**config.mk**
```make
export PLATFORM = sky130hd
export DESIGN_NAME = multiply_by_three_flat
export DESIGN_NICKNAME = d
export VERILOG_FILES = /design/src/rtl/fixed_point_pkg.sv /design/src/rtl/multiply_by_three_if.sv /design/src/rtl/fx_saturate.sv /design/src/rtl/multiply_by_three.sv /design/src/flat_wrapper.sv
export SDC_FILE = /design/constraint.sdc
export NUM_CORES = 1
export LEC_CHECK = 0
export BUFFER_PORTS_ARGS = -buffer_cell sky130_fd_sc_hd__buf_2
export CAP_MARGIN = 20
export CELL_PAD_IN_SITES_DETAIL_PLACEMENT = 0
export CELL_PAD_IN_SITES_GLOBAL_PLACEMENT = 1
export CORE_MARGIN = 2
export CORE_UTILIZATION = 47
export DETAILED_ROUTE_END_ITERATION = 8
export HOLD_SLACK_MARGIN = 0.15
export PLACE_DENSITY = 0.95
export SYNTH_ARGS = -nofsm -noshare
export SYNTH_HDL_FRONTEND = slang
export SYNTH_SLANG_ARGS = --single-unit
```
**constraint.sdc**
```tcl
create_clock -name clk -period 8.05 [get_ports clk]
set_input_delay 0.805 -clock clk [delete_from_list [all_inputs] [get_ports clk]]
set_output_delay 0.805 -clock clk [all_outputs]
set_load 0.03 [all_outputs]
```
**src/rtl/fixed_point_pkg.sv**
```systemverilog
// fixed_point_pkg: shared <1.6> fixed-point constants and the multiplier FSM encoding
package fixed_point_pkg;
  localparam int FX_WIDTH = 8;
  localparam int FX_FRAC = 6;
  localparam logic signed [FX_WIDTH-1:0] FX_MAX = 8'sh7F;
  localparam logic signed [FX_WIDTH-1:0] FX_MIN = 8'sh80;
  typedef enum logic [1:0] {
    IDLE  = 2'd0,
    ACCUM = 2'd1,
    SAT   = 2'd2,
    OUT   = 2'd3
  } state_t;
endpackage

```
**src/rtl/multiply_by_three_if.sv**
```systemverilog
// multiply_by_three_if: operand-in / product-out valid-ready handshake bundle
interface multiply_by_three_if;
  import fixed_point_pkg::*;
  logic in_valid;
  logic in_ready;
  logic [FX_WIDTH-1:0] operand;
  logic out_valid;
  logic out_ready;
  logic [FX_WIDTH-1:0] product;
  logic overflow;
  modport master (output in_valid, operand, out_ready, input in_ready, out_valid, product, overflow);
  modport slave (input in_valid, operand, out_ready, output in_ready, out_valid, product, overflow);
endinterface

```
**src/rtl/fx_saturate.sv**
```systemverilog
// fx_saturate: clamp a wide signed value into the <1.6> range with an overflow flag
module fx_saturate
  import fixed_point_pkg::*;
#(
  parameter int IW = 11
) (
  input  logic signed [IW-1:0]       value,
  output logic signed [FX_WIDTH-1:0] sat,
  output logic                       ovf
);
  localparam logic signed [IW-1:0] HI = IW'(FX_MAX);
  localparam logic signed [IW-1:0] LO = IW'(FX_MIN);
  // pick the rail when out of range, otherwise the exact low bits
  always_comb begin
    ovf = (value > HI) || (value < LO);
    sat = value > HI ? FX_MAX : value < LO ? FX_MIN : value[FX_WIDTH-1:0];
  end
endmodule

```
**src/rtl/multiply_by_three.sv**
```systemverilog
// multiply_by_three: shift-and-add multiply of a <1.6> operand by constant K with saturation
module multiply_by_three
  import fixed_point_pkg::*;
#(
  parameter int unsigned K = 3,
  parameter int unsigned KBITS = 2
) (
  input logic clk,
  input logic rst,
  multiply_by_three_if.slave bus
);
  localparam int AW = FX_WIDTH + KBITS + 1;
  localparam logic [3:0] KV = 4'(K);
  state_t state;
  logic signed [FX_WIDTH-1:0] op_r;
  logic signed [AW-1:0] acc;
  logic signed [AW-1:0] opx;
  logic [1:0] idx;
  logic signed [FX_WIDTH-1:0] sat;
  logic ovf;
  assign opx = AW'(op_r);
  assign bus.in_ready = state == IDLE;
  assign bus.out_valid = state == OUT;
  fx_saturate #(.IW(AW)) u_sat (.value(acc), .sat(sat), .ovf(ovf));
  // control FSM: accept, accumulate one multiplier bit per cycle, clamp, hold until drained
  always_ff @(posedge clk) begin
    if (rst) begin
      state <= IDLE;
      op_r <= '0;
      acc <= '0;
      idx <= '0;
      bus.product <= '0;
      bus.overflow <= 1'b0;
    end else begin
      case (state)
        IDLE: if (bus.in_valid) begin
          op_r <= bus.operand;
          acc <= '0;
          idx <= '0;
          state <= ACCUM;
        end
        ACCUM: begin
          if (KV[idx]) acc <= acc + (opx <<< idx);
          idx <= idx + 2'd1;
          if (idx == 2'(KBITS - 1)) state <= SAT;
        end
        SAT: begin
          bus.product <= sat;
          bus.overflow <= ovf;
          state <= OUT;
        end
        OUT: if (bus.out_ready) state <= IDLE;
        default: state <= IDLE;
      endcase
    end
  end
endmodule

```
**src/flat_wrapper.sv**
```systemverilog
// flat-port wrapper written by rule: the top's interface ports become plain ports
module multiply_by_three_flat import fixed_point_pkg::*;
#(
  parameter int unsigned K = 3,
  parameter int unsigned KBITS = 2
)
  (clk, rst, bus_in_valid, bus_operand, bus_out_ready, bus_in_ready, bus_out_valid, bus_product, bus_overflow);
  multiply_by_three_if bus_i ();
  input logic clk;
  input logic rst;
  input wire logic [$bits(bus_i.in_valid)-1:0] bus_in_valid;
  input wire logic [$bits(bus_i.operand)-1:0] bus_operand;
  input wire logic [$bits(bus_i.out_ready)-1:0] bus_out_ready;
  output wire logic [$bits(bus_i.in_ready)-1:0] bus_in_ready;
  output wire logic [$bits(bus_i.out_valid)-1:0] bus_out_valid;
  output wire logic [$bits(bus_i.product)-1:0] bus_product;
  output wire logic [$bits(bus_i.overflow)-1:0] bus_overflow;
  assign bus_i.in_valid = bus_in_valid;
  assign bus_i.operand = bus_operand;
  assign bus_i.out_ready = bus_out_ready;
  assign bus_in_ready = bus_i.in_ready;
  assign bus_out_valid = bus_i.out_valid;
  assign bus_product = bus_i.product;
  assign bus_overflow = bus_i.overflow;
  multiply_by_three #(.K(K), .KBITS(KBITS)) u_core (.clk(clk), .rst(rst), .bus(bus_i));
endmodule
```
* Word level (Yosys, flattened, before mapping)
Index checks and enable logic that the tools add are counted.
** Word-level totals
- Output and inout bits :: 11
- Input port bits :: 12
- Register bits after elaboration :: 32
- Logic and storage cells :: 40
** Operators by class
- Muxes and demuxes :: 13
- Magnitude comparators :: 3
- Shift-type cells :: 1
- Add/subtract/negate cells :: 2
- Reduce and logical (&&, ||, !) cells :: 7
- Equality and inequality tests :: 8
** Operators by type and width (count)
- 11-bit two-way mux :: 2
- 11-bit one-hot mux with 2 select lines :: 1
- 8-bit two-way mux :: 2
- 11-bit adder :: 1
- 11-bit by 8-bit greater-than comparator with 1-bit output, second input constant :: 1
- 11-bit by 8-bit < comparator with 1-bit output, second input constant :: 1
- 8-bit by 2-bit <<< shifter with 11-bit output :: 1
- 2-bit two-way mux :: 4
- 2-bit one-hot mux with 4 select lines :: 1
- 3-bit AND reduction :: 2
- 2-bit by 1-bit == test with 1-bit output, second input constant :: 2
- 2-bit == test, second input constant :: 2
- 2-bit by 1-bit inequality test with 1-bit output, second input constant :: 2
- 2-bit inequality test, second input constant :: 2
- 2-bit one-hot mux with 2 select lines :: 1
- 2-bit AND reduction :: 2
- 2-bit by 3-bit < comparator with 1-bit output, second input constant :: 1
- 2-bit by 1-bit adder with 2-bit output, second input constant :: 1
- 1-bit binary-select mux with 2-bit select :: 1
- 2-bit logical NOT :: 1
- 2-bit nonzero test :: 1
- 1-bit logical OR :: 1
- 1-bit two-way mux :: 1

* Depth between registers and ports, before layout
- Word-level depth :: 4
- Mapped depth :: 10
- Gate-level depth less buffers :: 9

* Hierarchy
From an unflattened synthesis, not the netlist that was laid out.
** Second synthesis, totals
- Cells, all modules :: 239
- Area, all modules :: 2030.7 um^2
** Modules (own cells, without submodules)
- multiply_by_three :: instances 1, area an instance 1829.3 um^2, seq. area each 640.6 um^2, cells an instance 209
- fx_saturate :: instances 1, area an instance 201.4 um^2, seq. area each 0.0 um^2, cells an instance 30

* Worst setup path before layout
OpenSTA, ideal clock, no wires.
- Path kind :: register to register
- Start :: register u_core.idx[0]
- End :: register u_core.acc[10]
- Clock period less this slack :: 2799 ps
- Setup time :: 119 ps
- Data arrival time :: 2679 ps
- Cell stages (with the launch flop) :: 11
- Slack :: 5251 ps
- Path buffers :: 1
- Required time :: 7931 ps
- Cells stage by stage :: dfxtp_1 > clkbuf_1 > nand2b_1 > nor2_1 > ha_1 > fa_1 > a211oi_1 > nor2_1 > o311ai_0 > a21oi_1 > o21bai_1
** Between the ends
- Cells in the longest elaborated chain, start to end :: 4
- Elaborated cells between the ends (all ways) :: 8
- Those cells by class :: add/sub: 1; eq/ne: 1; shift: 1; mux: 4; reduce/logical: 1
** RTL lines
- start, declared :: line multiply_by_three.sv:18 : logic [1:0] idx;
- start signal, assigned :: line multiply_by_three.sv:44 : idx <= idx + 2'd1;
- 8-bit by 2-bit <<< shifter with 11-bit output or 1-bit binary-select mux with 2-bit select (tied branches) :: line multiply_by_three.sv:43 : if (KV[idx]) acc <= acc + (opx <<< idx);
- 11-bit adder or 1-bit two-way mux (tied branches) :: line multiply_by_three.sv:43
- 11-bit two-way mux or 2-bit by 1-bit inequality test with 1-bit output (tied branches)
- 11-bit one-hot mux with 2 select lines or 3-bit AND reduction (tied branches)
- end signal, assigned :: line multiply_by_three.sv:43
- end, declared :: line multiply_by_three.sv:16 : logic signed [AW-1:0] acc;
Several ways; a longest one is shown, not always the timed one. The select of a mux whose other input is x is not followed.
A chain may end at the register's enable or synchronous reset.

* Worst setup path after layout
Ends and elaborated chain as after synthesis.

==> metrics.md <==
| Metric | Value |
|---|---|
| Max-slew violations | `0` |
| Overall Global Routing Usage | `0.182` |
| PostCTS Resize Cnt | `0` |
| Slowest cell on crit path | `dfxtp_1` |
| Design Area, Final | `2240 µm²` |
| Area contributors post-synth | `dfxtp_1, ha_1, a21oi_1` |
| Max transition margin | `0.543` |
| Sequential cell area | `641 µm²` |
| Cell count after synthesis | `233` |
| Element type at the critical path start | `register` |
| Hold_buf cts | `0` |
| CTS tree | `yes` |
| Hold slack final | `roughly 0.46 ns` |
| Starting DRT DRC Count | `between 60 and 70` |
| Drc violations | `0` |
| PortBufs | `22` |
| H-tree Lvls | `2` |
| Most used routing layer | `met2` |
| FP Rows | `23` |
| Final WS setup | `around 5.1 ns` |
| Total core area | `4060 µm²` |
| Critical path's largest stage delay | `0.68 ns` |
| Worst slew pin tran | `approximately 0.68 ns` |
| Net Count, Synth | `261` |
| Met3 global-route usage | `0.0494` |
| Clk_skew | `0.0135 ns` |
| Total Nets Final | `279` |
| Post-Syn Area | `2000 µm²` |
| Total power | `639 µW` |
| # setup viols final | `0` |
| Place WS | `5.12 ns` |
| Vias | `1,700` |
| Antenna Nets Post-Route | `0` |
| Via density | `5.63` |
| Flip-flop and latch count after synthesis | `32` |
| Worst path most repeated cell | `nor2_1` |
| Fmax | `335 MHz` |
| GR Util met1 | `0.240` |
| Fin crit share | `0.371` |
| Largest net degree at the start of global routing | `29` |
| Leak | `0.956 nW` |
| Crit-path cells | `nand2b_1 -> nor2_1 -> ha_1 -> fa_1 -> a211oi_1 -> nor2_1 -> o311ai_0 -> a21oi_1 -> o21bai_1` |
| Ys Warns | `0` |
| MaxCap Viol Count | `0` |
| Total grt overflow | `0` |
| Worst Setup End Kind | `register` |
| Die ar. | `4800 µm²` |
| Final-report hold violation count | `0` |
| Placed Area | `about 2100 µm²` |
| First-pass GRT wire length | `7250 µm` |
| # Post-CTS Setup Buffers | `0` |
| Die Y-Extent | `69.3 µm` |
| Most common cell in the netlist | `dfxtp_1` |
| Crit path time final | `2.99 ns` |
| Gpl congestion | `0.853` |
| WL/cell | `13.2 µm` |
| Sequential element share of the synthesized area | `0.320` |
| Initial antenna violation count | `0` |
| Leading area contributor after synthesis | `dfxtp_1` |
| RSZ-0062 raised after global routing | `no` |
| CTS Sinks | `32` |
| CP Class | `register to register` |
| Root Buffer | `clkbuf_8` |
| Met2 Use GR | `0.286` |
| VDD IR max | `around 170 µV` |
| Ant diodes | `0` |
| Routed WL | `3980 µm` |
| Ys async rst share | `0` |
| Area Growth Syn to Fin | `11.5%` |
| Setup tns final | `0 ns` |
| I/O pins | `23` |
| Power per cell area | `286 nW/µm²` |
| CTS Buf Count | `5` |
| Vias in the first global route | `1,600` |
| Ys flop type | `dfxtp_1` |
| CP arrival | `3.16 ns` |
| Outcome | `finished clean` |
| Netlist cell types | `45` |
| Worst-path maximum fanout | `16` |
| Number of fill cells | `roughly 380` |
| Synth top area share | `0.320` |
| Post-synth EDFFs | `0` |
| Min-Delay Path Class | `register to register` |
| Die extent in x | `about 69 µm` |
| Layout cells sized above 1 | `0.151` |
| Mean Syn Cell Area | `about 8.6 µm²` |
| Worst-Skew Late Latency | `approximately 0.29 ns` |
| Worst-path clk slew | `0.08 ns` |
| Synth top cells by count | `dfxtp_1, a21oi_1, nor2_1` |
| Dpl hpwl | `2970 µm` |
| CP required | `approximately 8.2 ns` |
| Area of the multi-input gates | `1290 µm²` |
| Drt pass-1 iters | `4` |
| Max Buffers Root-to-Sink | `2` |
| Initial Util | `0.494` |
final timing paths:
| check | from | endpoint | slack (ns) | cells past startpoint |
|---|---|---|---|---|
| worst max register to register | u_core.idx[0] | u_core.acc[10] | 5.06 | 9 |
| worst max-delay path | u_core.idx[0] | u_core.acc[10] | 5.06 | 9 |
| worst min-delay path | u_core.bus.product[3] | u_core.bus.product[3] | 0.46 | 2 |
| worst min register to register | u_core.bus.product[3] | u_core.bus.product[3] | 0.46 | 2 |
logic make-up after synthesis:
family,Yosys count,synth area share
buffers and inverters,17,0.0375
adder cells (fa/ha/maj),16,0.104
AND/OR/NAND/NOR,74,0.189
flip-flops,32,0.320
multiplexers,9,0.0649
AO/OA/AOI/OAI,78,0.255
XOR/XNOR,7,0.0306
critical path: cells and delay by family (launching register included):
kind / cells / cell delay, ns
compound gates: 4 / 1.12
fa+ha+maj: 2 / 0.69
flops: 1 / 0.68
simple gates: 3 / 0.38
per-stage QoR:
step | util | std cells
3_5_place_dp | 0.524 | 294
2_1_floorplan | - | 233
4_1_cts | 0.551 | 302
5_1_grt | 0.551 | 302
3_3_place_gp | 0.524 | 294
6_report | 0.551 | 302
state kept, by name, indices dropped and copies added (netlist names):
name	flops
u_core.bus.overflow	1
u_core.acc	11
u_core.idx	2
u_core.bus.product	8
u_core.state	2
u_core.op_r	8
per-layer routing:
| layer | up-vias | share of wire |
|---|---|---|
| li1 | 889 | - |
| met1 | 760 | 0.48 |
| met2 | 43 | 0.45 |
| met3 | 8 | 0.053 |
| met4 | 0 | 0.016 |
| met5 | - | 0 |
power breakdown:
part / internal, mW / switching (mW)
clock network: 0.0916 / 0.0633
registers: 0.184 / 0.0319
logic: 0.106 / 0.162
total: 0.381 / 0.258
layout make-up:
cell class | instances | area share
clock buffers | 5 | 0.0308
clock inverters | 3 | 0.0190
inverters | 6 | 0.0101
multi-input cells | 184 | 0.576
flip-flops and latches | 32 | 0.287
well taps | 50 | 0.0280
repair buffers | 22 | 0.0492
placed cells by master (no fill, tap or decap), drive strengths merged, types with 2 or more instances in the layout:
cell type	count
a211oi	8
a21o	3
a21oi	30
a22o	4
a22oi	4
buf	22
clkbuf	5
dfxtp	32
ha	15
inv	6
mux2	2
mux2i	4
mux4	3
nand2	16
nand2b	9
nand3	11
nor2	25
nor2b	4
nor3	2
o211ai	7
o21ai	7
o21bai	5
xnor2	5
xor2	2
(Power assumes the default switching activity.)
